**src/rtl/step_ctrl_pkg.sv**
```systemverilog
// Shared types and constants for the board step controller.
package step_ctrl_pkg;

  localparam int WORD_W    = 8;
  localparam int RUN_SEL_W = 3;

  typedef logic [WORD_W-1:0] word_t;

  typedef enum logic [1:0] {
    RESET_HOLD = 2'd0,
    HALT       = 2'd1,
    STEP       = 2'd2,
    RUN        = 2'd3
  } ctrl_state_t;

  // Low 'sel' bits set: a prescaler value matching this mask is a run-rate tick.
  function automatic word_t run_mask(input logic [RUN_SEL_W-1:0] sel);
    word_t m;
    m = '0;
    for (int i = 0; i < WORD_W; i++) begin
      m[i] = (i < int'(sel));
    end
    return m;
  endfunction

endpackage

```
**src/rtl/step_ctrl_if.sv**
```systemverilog
// Board-side and CPU-side signal bundle of the step controller.
interface step_ctrl_if;
  import step_ctrl_pkg::*;

  logic [1:0]  keys;
  logic [3:0]  switches;
  word_t       pc;
  logic        cpu_rst;
  logic        cpu_en;
  word_t       step_count;
  ctrl_state_t state;

  modport master (
    output keys, switches, pc,
    input  cpu_rst, cpu_en, step_count, state
  );

  modport slave (
    input  keys, switches, pc,
    output cpu_rst, cpu_en, step_count, state
  );

endinterface

```
**src/rtl/step_ctrl_key_debounce.sv**
```systemverilog
// One active-low key: 2-flop synchronizer, stability-count debounce and a
// single-cycle pulse on an accepted press.
module step_ctrl_key_debounce #(
  parameter logic [15:0] DEBOUNCE_CYCLES = 16'd50000
) (
  input  logic clk,
  input  logic rst,
  input  logic raw_n,
  output logic level,
  output logic press
);

  localparam logic [15:0] C_LAST = DEBOUNCE_CYCLES - 16'd1;

  logic        r_sync1;
  logic        r_sync2;
  logic        r_acc_n;
  logic        r_press;
  logic [15:0] r_cnt;

  always_ff @(posedge clk) begin
    if (rst) begin
      r_sync1 <= 1'b1;
      r_sync2 <= 1'b1;
      r_acc_n <= 1'b1;
      r_cnt   <= '0;
      r_press <= 1'b0;
    end else begin
      r_sync1 <= raw_n;
      r_sync2 <= r_sync1;
      r_press <= 1'b0;
      if (r_sync2 == r_acc_n) begin
        r_cnt <= '0;
      end else if (r_cnt == C_LAST) begin
        r_acc_n <= r_sync2;
        r_cnt   <= '0;
        // Only the released->pressed acceptance produces a pulse.
        r_press <= ~r_sync2;
      end else begin
        r_cnt <= r_cnt + 16'd1;
      end
    end
  end

  assign level = ~r_acc_n;
  assign press = r_press;

endmodule

```
**src/rtl/step_ctrl.sv**
```systemverilog
// CPU reset / clock-enable controller driven by board keys and switches.
// Optional breakpoint on pc == BRK_ADDR enabled by STEP_CTRL_BREAK_EN.
module step_ctrl
  import step_ctrl_pkg::*;
#(
  parameter logic [15:0] DEBOUNCE_CYCLES = 16'd50000,
  parameter logic [7:0]  RST_CYCLES      = 8'd4
`ifdef STEP_CTRL_BREAK_EN
  ,
  parameter word_t       BRK_ADDR        = 8'hFF
`endif
) (
  input  logic       clk,
  input  logic       rst,
  step_ctrl_if.slave bus
);

  localparam logic [7:0] C_HOLD_LAST = RST_CYCLES - 8'd1;

  logic [1:0]           w_key_press;
  logic [1:0]           w_key_level_unused;
  logic [3:0]           r_sw_sync1;
  logic [3:0]           r_sw_sync2;
  logic                 w_run_sw;
  logic [RUN_SEL_W-1:0] w_sel;
  logic                 w_rate_hit;
  logic                 w_brk_hit;

  ctrl_state_t r_state;
  ctrl_state_t w_state_next;
  logic [7:0]  r_hold_cnt;
  word_t       r_prescale;
  word_t       r_step_count;
  logic        w_cpu_rst;
  logic        w_cpu_en;

  genvar gi;
  generate
    for (gi = 0; gi < 2; gi++) begin : g_key
      step_ctrl_key_debounce #(
        .DEBOUNCE_CYCLES(DEBOUNCE_CYCLES)
      ) u_debounce (
        .clk   (clk),
        .rst   (rst),
        .raw_n (bus.keys[gi]),
        .level (w_key_level_unused[gi]),
        .press (w_key_press[gi])
      );
    end
  endgenerate

  always_ff @(posedge clk) begin
    if (rst) begin
      r_sw_sync1 <= '0;
      r_sw_sync2 <= '0;
    end else begin
      r_sw_sync1 <= bus.switches;
      r_sw_sync2 <= r_sw_sync1;
    end
  end

  assign w_run_sw   = r_sw_sync2[0];
  assign w_sel      = r_sw_sync2[3:1];
  assign w_rate_hit = ((r_prescale & run_mask(w_sel)) == run_mask(w_sel));

`ifdef STEP_CTRL_BREAK_EN
  assign w_brk_hit = (bus.pc == BRK_ADDR);
`else
  logic w_unused_pc;
  assign w_unused_pc = ^bus.pc;
  assign w_brk_hit   = 1'b0;
`endif

  always_comb begin
    w_state_next = r_state;
    w_cpu_rst    = 1'b0;
    w_cpu_en     = 1'b0;
    case (r_state)
      RESET_HOLD: begin
        w_cpu_rst = 1'b1;
        if (r_hold_cnt == 8'd0) begin
          w_state_next = w_run_sw ? RUN : HALT;
        end
      end
      HALT: begin
        if (w_key_press[1]) begin
          w_state_next = STEP;
        end else if (w_run_sw) begin
          w_state_next = RUN;
        end
      end
      STEP: begin
        w_cpu_en     = 1'b1;
        w_state_next = HALT;
      end
      RUN: begin
        // A breakpoint swallows the step it lands on; a later single step runs it.
        w_cpu_en = w_rate_hit & ~w_brk_hit;
        if (!w_run_sw || (w_rate_hit && w_brk_hit)) begin
          w_state_next = HALT;
        end
      end
      default: w_state_next = RESET_HOLD;
    endcase
    if (w_key_press[0]) begin
      w_state_next = RESET_HOLD;
    end
  end

  always_ff @(posedge clk) begin
    if (rst) begin
      r_state      <= RESET_HOLD;
      r_hold_cnt   <= C_HOLD_LAST;
      r_prescale   <= '0;
      r_step_count <= '0;
    end else begin
      r_state <= w_state_next;

      if (r_state != RESET_HOLD || w_key_press[0]) begin
        r_hold_cnt <= C_HOLD_LAST;
      end else if (r_hold_cnt != 8'd0) begin
        r_hold_cnt <= r_hold_cnt - 8'd1;
      end

      // Prescaler only counts while staying in RUN, so every RUN entry starts in phase.
      if (r_state == RUN && w_state_next == RUN) begin
        r_prescale <= r_prescale + 8'd1;
      end else begin
        r_prescale <= '0;
      end

      if (w_state_next == RESET_HOLD) begin
        r_step_count <= '0;
      end else if (w_cpu_en) begin
        r_step_count <= r_step_count + 8'd1;
      end
    end
  end

  assign bus.cpu_rst    = w_cpu_rst;
  assign bus.cpu_en     = w_cpu_en;
  assign bus.step_count = r_step_count;
  assign bus.state      = r_state;

endmodule

```
**src/flat_wrapper.sv**
```systemverilog
// flat-port wrapper written by rule: the top's interface ports become plain ports
module step_ctrl_flat import step_ctrl_pkg::*;
#(
  parameter logic [15:0] DEBOUNCE_CYCLES = 16'd50000,
  parameter logic [7:0]  RST_CYCLES      = 8'd4

)
  (clk, rst, bus_keys, bus_switches, bus_pc, bus_cpu_rst, bus_cpu_en, bus_step_count, bus_state);
  step_ctrl_if bus_i ();
  input  logic clk;
  input  logic rst;
  input wire logic [$bits(bus_i.keys)-1:0] bus_keys;
  input wire logic [$bits(bus_i.switches)-1:0] bus_switches;
  input wire logic [$bits(bus_i.pc)-1:0] bus_pc;
  output wire logic [$bits(bus_i.cpu_rst)-1:0] bus_cpu_rst;
  output wire logic [$bits(bus_i.cpu_en)-1:0] bus_cpu_en;
  output wire logic [$bits(bus_i.step_count)-1:0] bus_step_count;
  output wire logic [$bits(bus_i.state)-1:0] bus_state;
  assign bus_i.keys = bus_keys;
  assign bus_i.switches = bus_switches;
  assign bus_i.pc = bus_pc;
  assign bus_cpu_rst = bus_i.cpu_rst;
  assign bus_cpu_en = bus_i.cpu_en;
  assign bus_step_count = bus_i.step_count;
  assign bus_state = bus_i.state;
  step_ctrl #(.DEBOUNCE_CYCLES(DEBOUNCE_CYCLES), .RST_CYCLES(RST_CYCLES)) u_core (.clk(clk), .rst(rst), .bus(bus_i));
endmodule
```
**config.mk**
```make
export PLATFORM = sky130hd
export DESIGN_NAME = step_ctrl_flat
export DESIGN_NICKNAME = d
export VERILOG_FILES = /design/src/rtl/step_ctrl_pkg.sv /design/src/rtl/step_ctrl_if.sv /design/src/rtl/step_ctrl_key_debounce.sv /design/src/rtl/step_ctrl.sv /design/src/flat_wrapper.sv
export SDC_FILE = /design/constraint.sdc
export NUM_CORES = 1
export LEC_CHECK = 0
export CORE_ASPECT_RATIO = 0.75
export CORE_MARGIN = 2
export CORE_UTILIZATION = 50
export CTS_CLUSTER_DIAMETER = 60
export DETAILED_ROUTE_END_ITERATION = 8
export PLACE_DENSITY = 0.7
export SETUP_SLACK_MARGIN = 0.1
export SLEW_MARGIN = 25
export SYNTH_ARGS = -nofsm -noshare
export SYNTH_HDL_FRONTEND = slang
export SYNTH_HIERARCHICAL = 1
export SYNTH_SLANG_ARGS = --single-unit
```
**constraint.sdc**
```tcl
create_clock -name clk -period 2.6 [get_ports clk]
set_clock_uncertainty 0.2 [all_clocks]
set_input_delay 0.52 -clock clk [delete_from_list [all_inputs] [get_ports clk]]
set_output_delay 0.52 -clock clk [all_outputs]
set_load 0.02 [all_outputs]
```
==> implementation parameters <==
Parameter                              Value

Outcome
  Result of the run    complete, no violations

GRT
  Number of antenna violations at the first check in global routing    0
  Global router's overall resource usage    17.3%
  Grt total ovfl    0
  Wire length of the first global-routing pass    9960 um
  Pin count of the biggest net entering global routing    16
  Via count of the first global-routing pass    2291

Clock network
  Clock tree from TritonCTS    done
  Number of buffers inserted during clock tree synthesis    9
  Number of buffers added for setup after CTS    0
  CTS root buffer    sky130_fd_sc_hd__clkbuf_8
  Clock sink total    73
  Worst-Skew Late Latency    0.35 ns
  Maximum level of the CTS H-tree    3
  Clock transition time at the flip-flop clock pins of the worst setup and hold paths    0.08 ns
  Number of buffers on the longest clock path    2
  Post-CTS Hold Buffers    0
  Count of instances resized after the clock tree is built    5

Setup path
  Startpoint of the most critical register-to-register path    u_core/r_prescale[6]
  Depth of the most critical reg-to-reg path    6
  Endpoint required time on the critical path    1.88 ns
  Crit path from    u_core/r_prescale[6]
  Reg-to-reg endpoint    u_core/bus.step_count[3]
  Critical path class    register to output pin
  Capturing element of the worst setup path    bus_cpu_en
  Kind of capture point of the worst setup path    output pin
  Maximum fanout encountered on the critical timing path    3
  Reg-to-reg setup timing slack    0.56 ns
  WP data arrival    1.72 ns
  Critical Path Start Type    register

Timing
  TNS Setup    0 ns
  Total setup violations reported at the end of the flow    0
  Setup repair after global routing missed its margin    false
  Tightest slew margin relative to the limit    75.6%
  Period minus WS final    2.44 ns
  Final hold viol count    0
  FMAX    0.410 GHz
  Measured slew at the worst slew-check pin    0.362 ns
  Share of the cycle needed by the critical path after routing    93.7%
  Max-slew violations    0

Drt
  Via-to-Cell Ratio    5.32
  Iteration-0 DRC Markers    116
  Antenna Violating Nets Remaining    0
  Via count    2504
  DR WL/cell    12.2 um
  Drt first pass iters    4
  # DRC    0
  WL final    5720 um

Finish
  Share of cells above drive strength 1    11.8%
  Storage cell area    1460 sq um
  Commonest cells after routing, fill and taps aside    sky130_fd_sc_hd__dfxtp_1, sky130_fd_sc_hd__nor2_1, sky130_fd_sc_hd__xnor2_1
  Count of non-filler cells in the finished layout    471
  Commonest non-fill, non-tap cell in the layout    sky130_fd_sc_hd__dfxtp_1
  Final-stage net count    407
  Ant. Diodes    0
  Multi-input gate area    1650 sq um
  Number of fill cells in the layout    544
  Post-layout util    59.7%
  Area Growth Syn to Fin    15.3%

Floorplanning
  Width of the die    97.2 um
  Total die area    7180 sq um
  Die boundary height    73.9 um
  Placeable core region    6290 sq um
  Effective utilization at floorplan    51.8%
  Number of I/O pins    28
  Number of placement rows    25

Logic synthesis
  Most common flop cell mapped by yosys    sky130_fd_sc_hd__dfxtp_1
  Flop and latch count out of synthesis    73
  Fraction of registers with async set or reset after synthesis    0%
  Cells after Synth    359
  Average footprint of a synthesized cell    9.07 sq um
  Cell area after synthesis    3260 sq um
  Unique masters post-synth    42
  Sequential share of the synthesized area    44.9%
  Net count after synthesis    381
  Synthesis Warnings    6
  Post-synth EDFFs    0
  Top-area cell type share of the netlist area    44.9%
  Top post-synthesis cells by area    sky130_fd_sc_hd__dfxtp_1, sky130_fd_sc_hd__xnor2_1, sky130_fd_sc_hd__nor2_1
  Cell taking the most area after synthesis    sky130_fd_sc_hd__dfxtp_1

Place
  Last weighted congestion value of the routability-driven placer    0.841
  Port bufs    19
  Cell total after placement    455
  Detailed Place HPWL    4060 um

Power and ir drop
  Leak Pwr    1.18 nW
  Peak ir drop on the vdd network    0.303 mV
  Power density normalized to cell area    670 nW/um^2

Hold path
  Min-Delay Path Class    register to register

Run
  Max_cap viols    0
-- state kept, by name (all words and copies together), names as in the netlist --
signal                           count
u_core/r_hold_cnt                    8
u_core/g_key.u_debounce/r_sync1      2
u_core/r_prescale                    7
u_core/r_sw_sync1                    4
u_core/g_key.u_debounce/r_sync2      2
u_core/g_key.u_debounce/r_cnt       32
u_core/bus.step_count                8
u_core/bus.state                     2
u_core/g_key.u_debounce/r_acc_n      2
u_core/g_key.u_debounce/press        2
u_core/r_sw_sync2                    4
-- worst max-delay path, stage by stage, from the launching register on --
cell	delay (ns)
sky130_fd_sc_hd__dfxtp_1	0.35
sky130_fd_sc_hd__nand2b_1	0.10
sky130_fd_sc_hd__a21boi_0	0.09
sky130_fd_sc_hd__o311a_4	0.40
sky130_fd_sc_hd__nor2_4	0.15
sky130_fd_sc_hd__clkdlybuf4s15_2	0.28
-- synth_stat cells, drive strengths merged (9+ instances only) --
cell and number:
dfxtp 73, nor2 61, xnor2 29, nand2 19, nand4 18, inv 17
nand3 17, nor2b 11, nor3 11, a21oi 10, nor4 10, o21ai 9
or4 9, xor2 9
-- cell type report --
class	instances	area share (%)
multi-input cells	259	44.0
flip-flops and latches	73	39.0
repair buffers	25	6.36
clock buffers	11	4.03
well taps	81	2.70
clock inverters	5	2.27
inverters	17	1.70
-- kinds of logic after synthesis --
family | after synthesis | synth area share, %
compound gates | 31 | 6.26
xor+xnor | 38 | 10.2
fa+ha+maj | 6 | 2.31
buf+inv | 27 | 4.84
flops | 73 | 44.9
mux | 3 | 0.922
simple gates | 181 | 30.6
-- layer usage --
layer | routed length (um) | vias to the layer above | track usage (%) | part of all wire (%)
li1 | - | 1286 | - | -
met1 | 2860 | 1158 | 21.8 | 50
met2 | 2520 | 52 | 27.3 | 44
met3 | 252 | 8 | 5.61 | 4.4
met4 | 87 | 0 | 8.14 | 1.5
met5 | 0 | - | 0 | 0
-- per-stage QoR --
step           area, sq um  setup WS (ns)  hold WS, ns  power [mW]
2_1_floorplan         3260          0.499        0.189        1.43
3_3_place_gp          3500         0.0767        0.191        1.50
3_5_place_dp          3500         0.0760        0.194        1.51
4_1_cts               3740          0.104        0.217        2.54
5_1_grt               3750          0.101        0.243        2.64
6_report              3750          0.163        0.215        2.52
-- where the power goes --
| group | internal [mW] | switching [mW] | total, mW |
|---|---|---|---|
| combinational | 0.122 | 0.143 | 0.264 |
| clock | 0.599 | 0.431 | 1.03 |
| sequential | 1.17 | 0.0564 | 1.22 |
| total | 1.89 | 0.631 | 2.52 |
-- how the worst min path moves through the flow --
stage	startpoint	end	slack, ns	cells past startpoint
6_report	u_core/g_key[0].u_debounce/r_sync1	u_core/g_key[0].u_debounce/r_sync2	0.21	1
5_1_grt	u_core/g_key[0].u_debounce/r_sync1	u_core/g_key[0].u_debounce/r_sync2	0.24	1
4_1_cts	u_core/g_key[0].u_debounce/r_sync1	u_core/g_key[0].u_debounce/r_sync2	0.22	1
3_5_place_dp	u_core/g_key[0].u_debounce/r_sync1	u_core/g_key[0].u_debounce/r_sync2	0.19	1
3_3_place_gp	u_core/g_key[0].u_debounce/r_sync1	u_core/g_key[0].u_debounce/r_sync2	0.19	1
2_1_floorplan	u_core/g_key[0].u_debounce/r_sync1	u_core/g_key[0].u_debounce/r_sync2	0.19	1
No activity file was read; power rests on OpenSTA's default activity.
